==> config.mk <==
export PLATFORM = sky130hd
export DESIGN_NAME = led_status_latch
export DESIGN_NICKNAME = d
export VERILOG_FILES = /design/src/rtl/led_status_latch_pkg.sv /design/src/rtl/led_status_latch_sync.sv /design/src/rtl/led_status_latch.sv
export SDC_FILE = /design/constraint.sdc
export NUM_CORES = 1
export LEC_CHECK = 0
export CAP_MARGIN = 20
export CORE_ASPECT_RATIO = 0.7
export CORE_MARGIN = 2
export CORE_UTILIZATION = 55
export DETAILED_ROUTE_END_ITERATION = 6
export GPL_ROUTABILITY_DRIVEN = 0
export PLACE_DENSITY = 0.84
export SETUP_SLACK_MARGIN = 0.1
export SYNTH_ARGS = -nofsm -noshare
export SYNTH_HDL_FRONTEND = slang
export SYNTH_SLANG_ARGS = --single-unit
==> constraint.sdc <==
create_clock -name slow_clock -period 3.4 [get_ports slow_clock]
set_input_delay 0.51 -clock slow_clock [delete_from_list [all_inputs] [get_ports slow_clock]]
set_output_delay 0.51 -clock slow_clock [all_outputs]
set_load 0.03 [all_outputs]
==> src/rtl/led_status_latch_pkg.sv <==
// Shared constants for the LED status latch: channel count, counter width, FSM encoding.
package led_status_latch_pkg;

    localparam int NUM_CH = 6;
    localparam int CNT_W  = 8;

    localparam logic [1:0] ST_IDLE     = 2'd0;
    localparam logic [1:0] ST_ARM      = 2'd1;
    localparam logic [1:0] ST_MAINT    = 2'd2;
    localparam logic [1:0] ST_WAIT_REL = 2'd3;

    function automatic logic [3:0] ones(input logic [NUM_CH-1:0] v);
        logic [3:0] n;
        n = '0;
        for (int i = 0; i < NUM_CH; i++) begin
            n = n + {3'b000, v[i]};
        end
        return n;
    endfunction

endpackage

==> src/rtl/led_status_latch_sync.sv <==
// Two-flop synchroniser plus a history flop; level is the synced value, rise its 0->1 edge.
// Latency: 2 cycles to level, rise valid in the same cycle as the new level.
module sync_edge #(
    parameter int WIDTH = 1
) (
    input  logic             slow_clock,
    input  logic             reset,
    input  logic [WIDTH-1:0] raw,
    output logic [WIDTH-1:0] level,
    output logic [WIDTH-1:0] rise
);

    logic [WIDTH-1:0] s1;
    logic [WIDTH-1:0] s2;
    logic [WIDTH-1:0] prev;

    always_ff @(posedge slow_clock or negedge reset) begin
        if (!reset) begin
            s1   <= '0;
            s2   <= '0;
            prev <= '0;
        end else begin
            s1   <= raw;
            s2   <= s1;
            prev <= s2;
        end
    end

    assign level = s2;
    assign rise  = s2 & ~prev;

endmodule

==> src/rtl/led_status_latch.sv <==
// Latches synced status rising edges until acknowledged, counts events, runs the maintenance FSM.
// Latency: raw edge at clock N appears on outputs after edge N+2; no backpressure.
// Optional LED_STATUS_AUTOCLR_EN: latches self-clear after AUTOCLR_CYCLES low cycles.
module led_status_latch
    import led_status_latch_pkg::*;
#(
    parameter int MTNE_HOLD      = 4,
    parameter int MTNE_TIMEOUT   = 50,
    parameter int AUTOCLR_CYCLES = 20
) (
    input  logic              slow_clock,
    input  logic              reset,
    input  logic [NUM_CH-1:0] status_in,
    input  logic              ack_btn,
    input  logic              mtne_req,
    output logic [NUM_CH-1:0] led_enable,
    output logic              mtne_mode,
    output logic [CNT_W-1:0]  event_count
);

    localparam logic [7:0]  HOLD_V    = 8'(MTNE_HOLD);
    localparam logic [15:0] TIMEOUT_V = 16'(MTNE_TIMEOUT);

    logic [NUM_CH-1:0] s2_status, rise_status;
    logic              s2_ack, rise_ack;
    logic              s2_mtne, rise_mtne;

    sync_edge #(.WIDTH(NUM_CH)) u_sync_status (
        .slow_clock (slow_clock), .reset (reset), .raw (status_in),
        .level (s2_status), .rise (rise_status)
    );
    sync_edge #(.WIDTH(1)) u_sync_ack (
        .slow_clock (slow_clock), .reset (reset), .raw (ack_btn),
        .level (s2_ack), .rise (rise_ack)
    );
    sync_edge #(.WIDTH(1)) u_sync_mtne (
        .slow_clock (slow_clock), .reset (reset), .raw (mtne_req),
        .level (s2_mtne), .rise (rise_mtne)
    );

    logic [1:0]        state, state_next;
    logic [7:0]        hold_cnt, hold_cnt_next;
    logic [15:0]       timer, timer_next;
    logic [NUM_CH-1:0] ack_clr, auto_clr, latch_next;
    logic [CNT_W:0]    count_sum;

    // Inside MAINT the ack button is consumed as the exit request only.
    assign ack_clr    = (rise_ack && state != ST_MAINT) ? ~s2_status : '0;
    assign latch_next = (led_enable & ~(ack_clr | auto_clr)) | rise_status;
    assign count_sum  = {1'b0, event_count} + (CNT_W+1)'(ones(rise_status));

`ifdef LED_STATUS_AUTOCLR_EN
    localparam logic [7:0] AUTOCLR_V = 8'(AUTOCLR_CYCLES);
    logic [7:0] low_cnt [NUM_CH];

    always_ff @(posedge slow_clock or negedge reset) begin
        if (!reset) begin
            for (int i = 0; i < NUM_CH; i++) low_cnt[i] <= '0;
        end else begin
            for (int i = 0; i < NUM_CH; i++) begin
                if (s2_status[i] || !led_enable[i]) low_cnt[i] <= '0;
                else if (low_cnt[i] != AUTOCLR_V)   low_cnt[i] <= low_cnt[i] + 8'd1;
            end
        end
    end

    always_comb begin
        auto_clr = '0;
        for (int i = 0; i < NUM_CH; i++) auto_clr[i] = (low_cnt[i] == AUTOCLR_V);
    end
`else
    assign auto_clr = '0;
`endif

    always_comb begin
        state_next    = state;
        hold_cnt_next = hold_cnt;
        timer_next    = timer;
        case (state)
            ST_IDLE: begin
                if (s2_mtne) begin
                    state_next    = ST_ARM;
                    hold_cnt_next = 8'd1;
                end
            end
            ST_ARM: begin
                if (!s2_mtne) begin
                    state_next = ST_IDLE;
                end else if (hold_cnt == HOLD_V) begin
                    state_next = ST_MAINT;
                    timer_next = TIMEOUT_V;
                end else begin
                    hold_cnt_next = hold_cnt + 8'd1;
                end
            end
            ST_MAINT: begin
                if (timer == 16'd1 || rise_ack) state_next = ST_WAIT_REL;
                else                            timer_next = timer - 16'd1;
            end
            default: begin
                if (!s2_mtne) state_next = ST_IDLE;
            end
        endcase
    end

    always_ff @(posedge slow_clock or negedge reset) begin
        if (!reset) begin
            state       <= ST_IDLE;
            hold_cnt    <= '0;
            timer       <= '0;
            led_enable  <= '0;
            mtne_mode   <= 1'b0;
            event_count <= '0;
        end else begin
            state       <= state_next;
            hold_cnt    <= hold_cnt_next;
            timer       <= timer_next;
            led_enable  <= latch_next;
            mtne_mode   <= (state_next == ST_MAINT);
            event_count <= count_sum[CNT_W] ? {CNT_W{1'b1}} : count_sum[CNT_W-1:0];
        end
    end

    logic unused_ok;
    assign unused_ok = s2_ack ^ rise_mtne;

endmodule

== After elaboration in Yosys (flattened, before gate mapping) ==
Cells that the tools add are included.
Cells by class
  add/subtract/negate cells: 8
  reduce and logical (&&, ||, !) cells: 7
  bitwise operators: 8
  mux-type cells: 16
  eq/ne operators: 11
Operator list (count)
  16-bit two-way mux: 3
  8-bit two-way mux: 4
  16-bit case mux with 2 select lines: 1
  6-bit inverter: 3
  16-bit by 1-bit equality test with 1-bit output (second input constant): 1
  8-bit case mux with 2 select lines: 1
  16-bit by 1-bit subtractor with 16-bit output (second input constant): 1
  6-bit AND: 2
  2-bit two-way mux: 5
  8-bit by 4-bit adder with 9-bit output: 1
  4-bit by 1-bit adder with 4-bit output: 2
  8-bit by 1-bit adder with 8-bit output (second input constant): 1
  8-bit by 3-bit equality test with 1-bit output (second input constant): 1
  2-bit inequality test (second input constant): 4
  4-bit AND reduction: 2
  6-bit two-way mux: 1
  6-bit OR: 1
  2-bit case mux with 3 select lines: 1
  3-bit by 1-bit adder with 4-bit output: 1
  2-bit equality test (second input constant): 2
  2-bit by 1-bit inequality test with 1-bit output (second input constant): 2
  2-bit nonzero test: 2
  2-bit by 1-bit adder with 3-bit output: 1
  1-bit by 1-bit adder with 2-bit output: 1
  other kinds (6): 6
Storage, ports and cells
  register bits after elaboration: 64
  input port bits: 10
  word-level logic and storage cells: 64
  output and inout port bits: 15

== Longest topological paths before layout ==
  depth after elaboration: 9
  gate-level depth with buffers: 8
  depth with buffers taken out: 8

== By module ==
From an unflattened synthesis, not the netlist that was laid out.
Second synthesis, totals
  cell total of the unflattened synthesis: 264
  area total of the unflattened synthesis: 2941.6 µm²
Modules (own cells, without submodules)
  led_status_latch: cells each 232, seq. area each 1026.0 µm², area an instance 2230.9 µm², times used 1
  sync_edge at u_sync_status: cells each 24, seq. area each 450.4 µm², area an instance 533.0 µm², times used 1
  sync_edge at u_sync_ack ...: cells each 4, seq. area each 75.1 µm², area an instance 88.8 µm², times used 2

== Least setup slack after synthesis ==
Ideal clock, no wire load.
  path kind: reg-to-reg
  start point: register event_count[0]
  end point: register event_count[7]
  slack: 312 ps
  cell stages (with the launch flop): 7
  required time: 3274 ps
  setup time: 126 ps
  path buffers: 0
  data arrival time: 2962 ps
  period minus slack after synthesis: 3088 ps
  path through: dfrtp_1 -> fa_1 -> fa_1 -> fa_1 -> fa_1 -> a21o_1 -> o32a_1
Between the ends
  word-level cells in the longest chain between the ends: 2
RTL lines
  from (decl): line led_status_latch.sv:18  | output logic [CNT_W-1:0] event_count
  from (signal assigned): line led_status_latch.sv:120  | event_count <= count_sum[CNT_W] ? {CNT_W{1'b1}} : count_sum[CNT_W-1:0];
  8-bit by 4-bit adder with 9-bit output: line led_status_latch.sv:50  | assign count_sum = {1'b0, event_count} + (CNT_W+1)'(ones(rise_status));
  8-bit two-way mux: line led_status_latch.sv:120
No other way between the ends.
A chain may end at the register's enable or synchronous reset.

== Worst setup path after layout ==
  start point: register u_sync_status.s2[0] (netlist: u_sync_status.level[0])
  end point: register event_count[7]
Between the ends
  word-level cells in the longest chain between the ends: 8
RTL lines
  from (decl): line led_status_latch_sync.sv:14  | logic [WIDTH-1:0] s2;
  from (signal assigned): line led_status_latch_sync.sv:20  | s2 <= '0;
  from (signal assigned): line led_status_latch_sync.sv:24  | s2 <= s1;
  6-bit AND: line led_status_latch_sync.sv:30  | assign rise = s2 & ~prev;
  1-bit by 1-bit adder with 2-bit output: line led_status_latch_pkg.sv:16  | n = n + {3'b000, v[i]};
  2-bit by 1-bit adder with 3-bit output: line led_status_latch_pkg.sv:16
  3-bit by 1-bit adder with 4-bit output: line led_status_latch_pkg.sv:16
  4-bit by 1-bit adder with 4-bit output (2 in a row): line led_status_latch_pkg.sv:16
  8-bit by 4-bit adder with 9-bit output: line led_status_latch.sv:50
  8-bit two-way mux: line led_status_latch.sv:120
No other way between the ends.

==> flow_summary.yaml <==
global_routing:
  grt_pass1_wl_um: 10200
  antenna_found_initial: 0
  overflow: 0
  grt_use_total: 0.227
  grt_pass1_vias: 2160
  grt_max_degree: 30
timing:
  finalCritPeriodShare: 0.932
  period_needed_ps: 3170
  rsz0062_at_grt: "false"
  hold_violations: 0
  slew_headroom: 0.516
  clock.fmax_ghz: 0.315
  clock_skew_ps: 4.79
  worst_pin_slew_ps: 719
  tns_ps: 0
  final_max_slew_viol_count: 0
  setup_viol: 0
die:
  die_y_um: 64.7
  initial_utilization: 0.563
  core_area_um2: 5150
  chipWidth_um: 90.8
  die_area_um2: 5870
  rows: 22
  io_pins: 25
clock_network:
  cts_max_level: 3
  tritoncts: "yes"
  clk_pin_slew_ps: 70
  clk_path_buf_depth: 2
  clock_sink_count: 64
  cts-root-buf: "clkbuf_8"
  numCtsBuffers: 9
  clk-insertion-delay-late_ps: 350
drt:
  wire_per_inst_um: 15.3
  viasPerCell: 5.69
  drc: 0
  initialDrtViolationCount: 128
  first_pass_iters: 4
  routed_wl_um: 5850
  dr_total_vias: 2167
  postRouteAntennaNets: 0
placed_design:
  dpl_cell_area_um2: 3220
  portBuffers: 24
  dp_hpwl_um: 4220
critical_path:
  worstPathMaxFanout: 5
  cp.required_ps: 3630
  startpoint_type: "register"
  worstSetupPathType: "reg -> reg"
  endpoint_kind: "register"
  cp.arrival_ps: 3400
pwr:
  max-vdd-ir-drop_uv: 494
  powerDensity_nw_per_um2: 825
  leakage_nw: 1.54
  p_total_mw: 2.83
logic_synthesis:
  syn_area_um2: 2900
  yosys_warnings: 0
  syn_inst: 267
  synth-seq-area-share: 0.553
  syn_avg_cell_area_um2: 10.9
  ys_ff_latch: 64
  synth_cell_type_count: 43
  synth_nets: 288
layout:
  nFillCells: 408
  drive_gt1_frac: 0.0841
  num_antenna_cells: 0
  nets: 325
  multi_input_area_um2: 1220
  fin_area_um2: 3440
  most-common-layout-cells: "64 x dfrtp_1, 27 x a21oi_1, 23 x clkdlybuf4s50_1, 19 x nand2_1, 15 x nor2_1"
  area_growth_pct: 18.6
  final_common_cell: "dfrtp_1"
  seqCellArea_um2: 1600
run_status:
  outcome: "finished clean"
job:
  cap_viol_max_count: 0
hold_path:
  hp-class: "in -> async"
==> registers in the layout, summed over array words and instances, names as in the netlist <==
register and flops:
state 2, u_sync_ack.prev 1, u_sync_status.level 6, mtne_mode 1
event_count 8, u_sync_mtne.s1 1, hold_cnt 8, u_sync_status.s1 6
led_enable 6, u_sync_ack.s1 1, u_sync_status.prev 6, timer 16
u_sync_mtne.level 1, u_sync_ack.level 1
==> timing repair <==
| item | 4_1_cts | 5_1_grt |
|---|---|---|
| hold buffers | 0 | 0 |
| gates cloned | 0 | 0 |
| setup endpoints to repair | 1 | 7 |
| pin swaps | 1 | 2 |
| resized for setup | 0 | 1 |
| buffers inserted | 0 | 3 |
==> power breakdown <==
part / switching, mW / internal (mW) / total, mW
Clock: 0.294 / 0.334 / 0.628
Combinational: 0.590 / 0.460 / 1.05
Sequential: 0.212 / 0.944 / 1.16
Total: 1.10 / 1.74 / 2.83
==> synthesized netlist by cell type <==
cell type / count / area, um2
a211oi_1: 2 / 15.0
a21o_1: 3 / 22.5
a21oi_1: 27 / 135
a22oi_1: 1 / 7.51
a31o_2: 1 / 8.76
a31oi_1: 2 / 12.5
a32oi_1: 1 / 8.76
and3_1: 6 / 37.5
and3b_1: 1 / 8.76
and4_1: 2 / 17.5
and4b_1: 1 / 10.0
buf_6: 1 / 11.3
clkbuf_1: 3 / 11.3
dfrtp_1: 64 / 1600
fa_1: 4 / 80.1
ha_1: 7 / 87.6
inv_1: 14 / 52.6
mux2i_1: 8 / 80.1
nand2_1: 19 / 71.3
nand2b_1: 7 / 43.8
nand3_1: 9 / 45.0
nand3b_1: 1 / 7.51
nand4_1: 8 / 50.1
nor2_1: 15 / 56.3
nor2b_1: 11 / 68.8
nor3_1: 5 / 25.0
nor4_1: 8 / 50.1
nor4b_1: 3 / 26.3
o211ai_1: 2 / 15.0
o21a_1: 2 / 15.0
o21ai_0: 6 / 30.0
o311ai_0: 1 / 8.76
o31a_1: 1 / 8.76
o31a_2: 1 / 10.0
o31ai_1: 4 / 30.0
o32a_1: 1 / 10.0
o41ai_1: 1 / 8.76
or2_0: 1 / 6.26
or3_1: 4 / 25.0
or4_1: 3 / 22.5
or4_4: 1 / 11.3
xnor2_1: 3 / 26.3
xor2_1: 2 / 17.5
==> routing by layer <==
| layer | GRT usage | vias up | wire length, um |
|---|---|---|---|
| met5 | 0 | - | 0 |
| met4 | 0.100 | 0 | 105 |
| met3 | 0.0686 | 13 | 285 |
| met2 | 0.333 | 46 | 2600 |
| met1 | 0.315 | 1064 | 2860 |
| li1 | - | 1044 | - |
==> logic make-up (layout without fill, tap and decap cells) <==
logic type      count (synthesis)  in the layout  share of synthesized area
fa+ha+maj                      11             11                     0.0579
flops                          64             64                      0.553
compound gates                 56             56                      0.120
simple gates                  105            105                      0.201
xor+xnor                        5              5                     0.0151
mux                             8              8                     0.0276
buf+inv                        18             60                     0.0259
==> critical path, cell delays in order (launching register included) <==
cell and delay (ps):
dfrtp_1 390, nor2b_2 170, fa_1 480, fa_1 530, fa_1 470, fa_1 410, a21o_1 240, o32a_1 370
==> worst paths after layout <==
| path | start | to | slack (ps) | cells past startpoint |
|---|---|---|---|---|
| hold reg to reg | u_sync_status.s1[5] | u_sync_status.level[5] | 350 | 0 |
| setup / recovery | u_sync_status.level[0] | event_count[7] | 230 | 7 |
| max in group asynchronous | reset | led_enable[0] | 2610 | 2 |
| hold / removal | reset | u_sync_status.s1[1] | 80 | 1 |
| min in group slow_clock | u_sync_status.s1[5] | u_sync_status.level[5] | 350 | 0 |
| setup reg to reg | u_sync_status.level[0] | event_count[7] | 230 | 7 |
==> stage by stage <==
stage / instances / hold slack [ps] / worst slack, ps / utilization
6_report: 381 / 81.8 / 230 / 0.667
5_1_grt: 381 / 110 / 87.9 / 0.667
4_1_cts: 378 / 85.3 / 114 / 0.663
3_5_place_dp: 362 / 340 / 115 / 0.626
3_3_place_gp: 362 / 333 / 248 / 0.626
2_1_floorplan: 267 / 214 / 312 / -
==> layout make-up <==
type,instances,share of cell area
clock inverter,6,0.0175
clock buffer,10,0.0371
multi-input combinational,185,0.356
sequential,64,0.466
timing repair buffer,30,0.0816
inverter,14,0.0153
tap,72,0.0262
(Power assumes the default switching activity.)
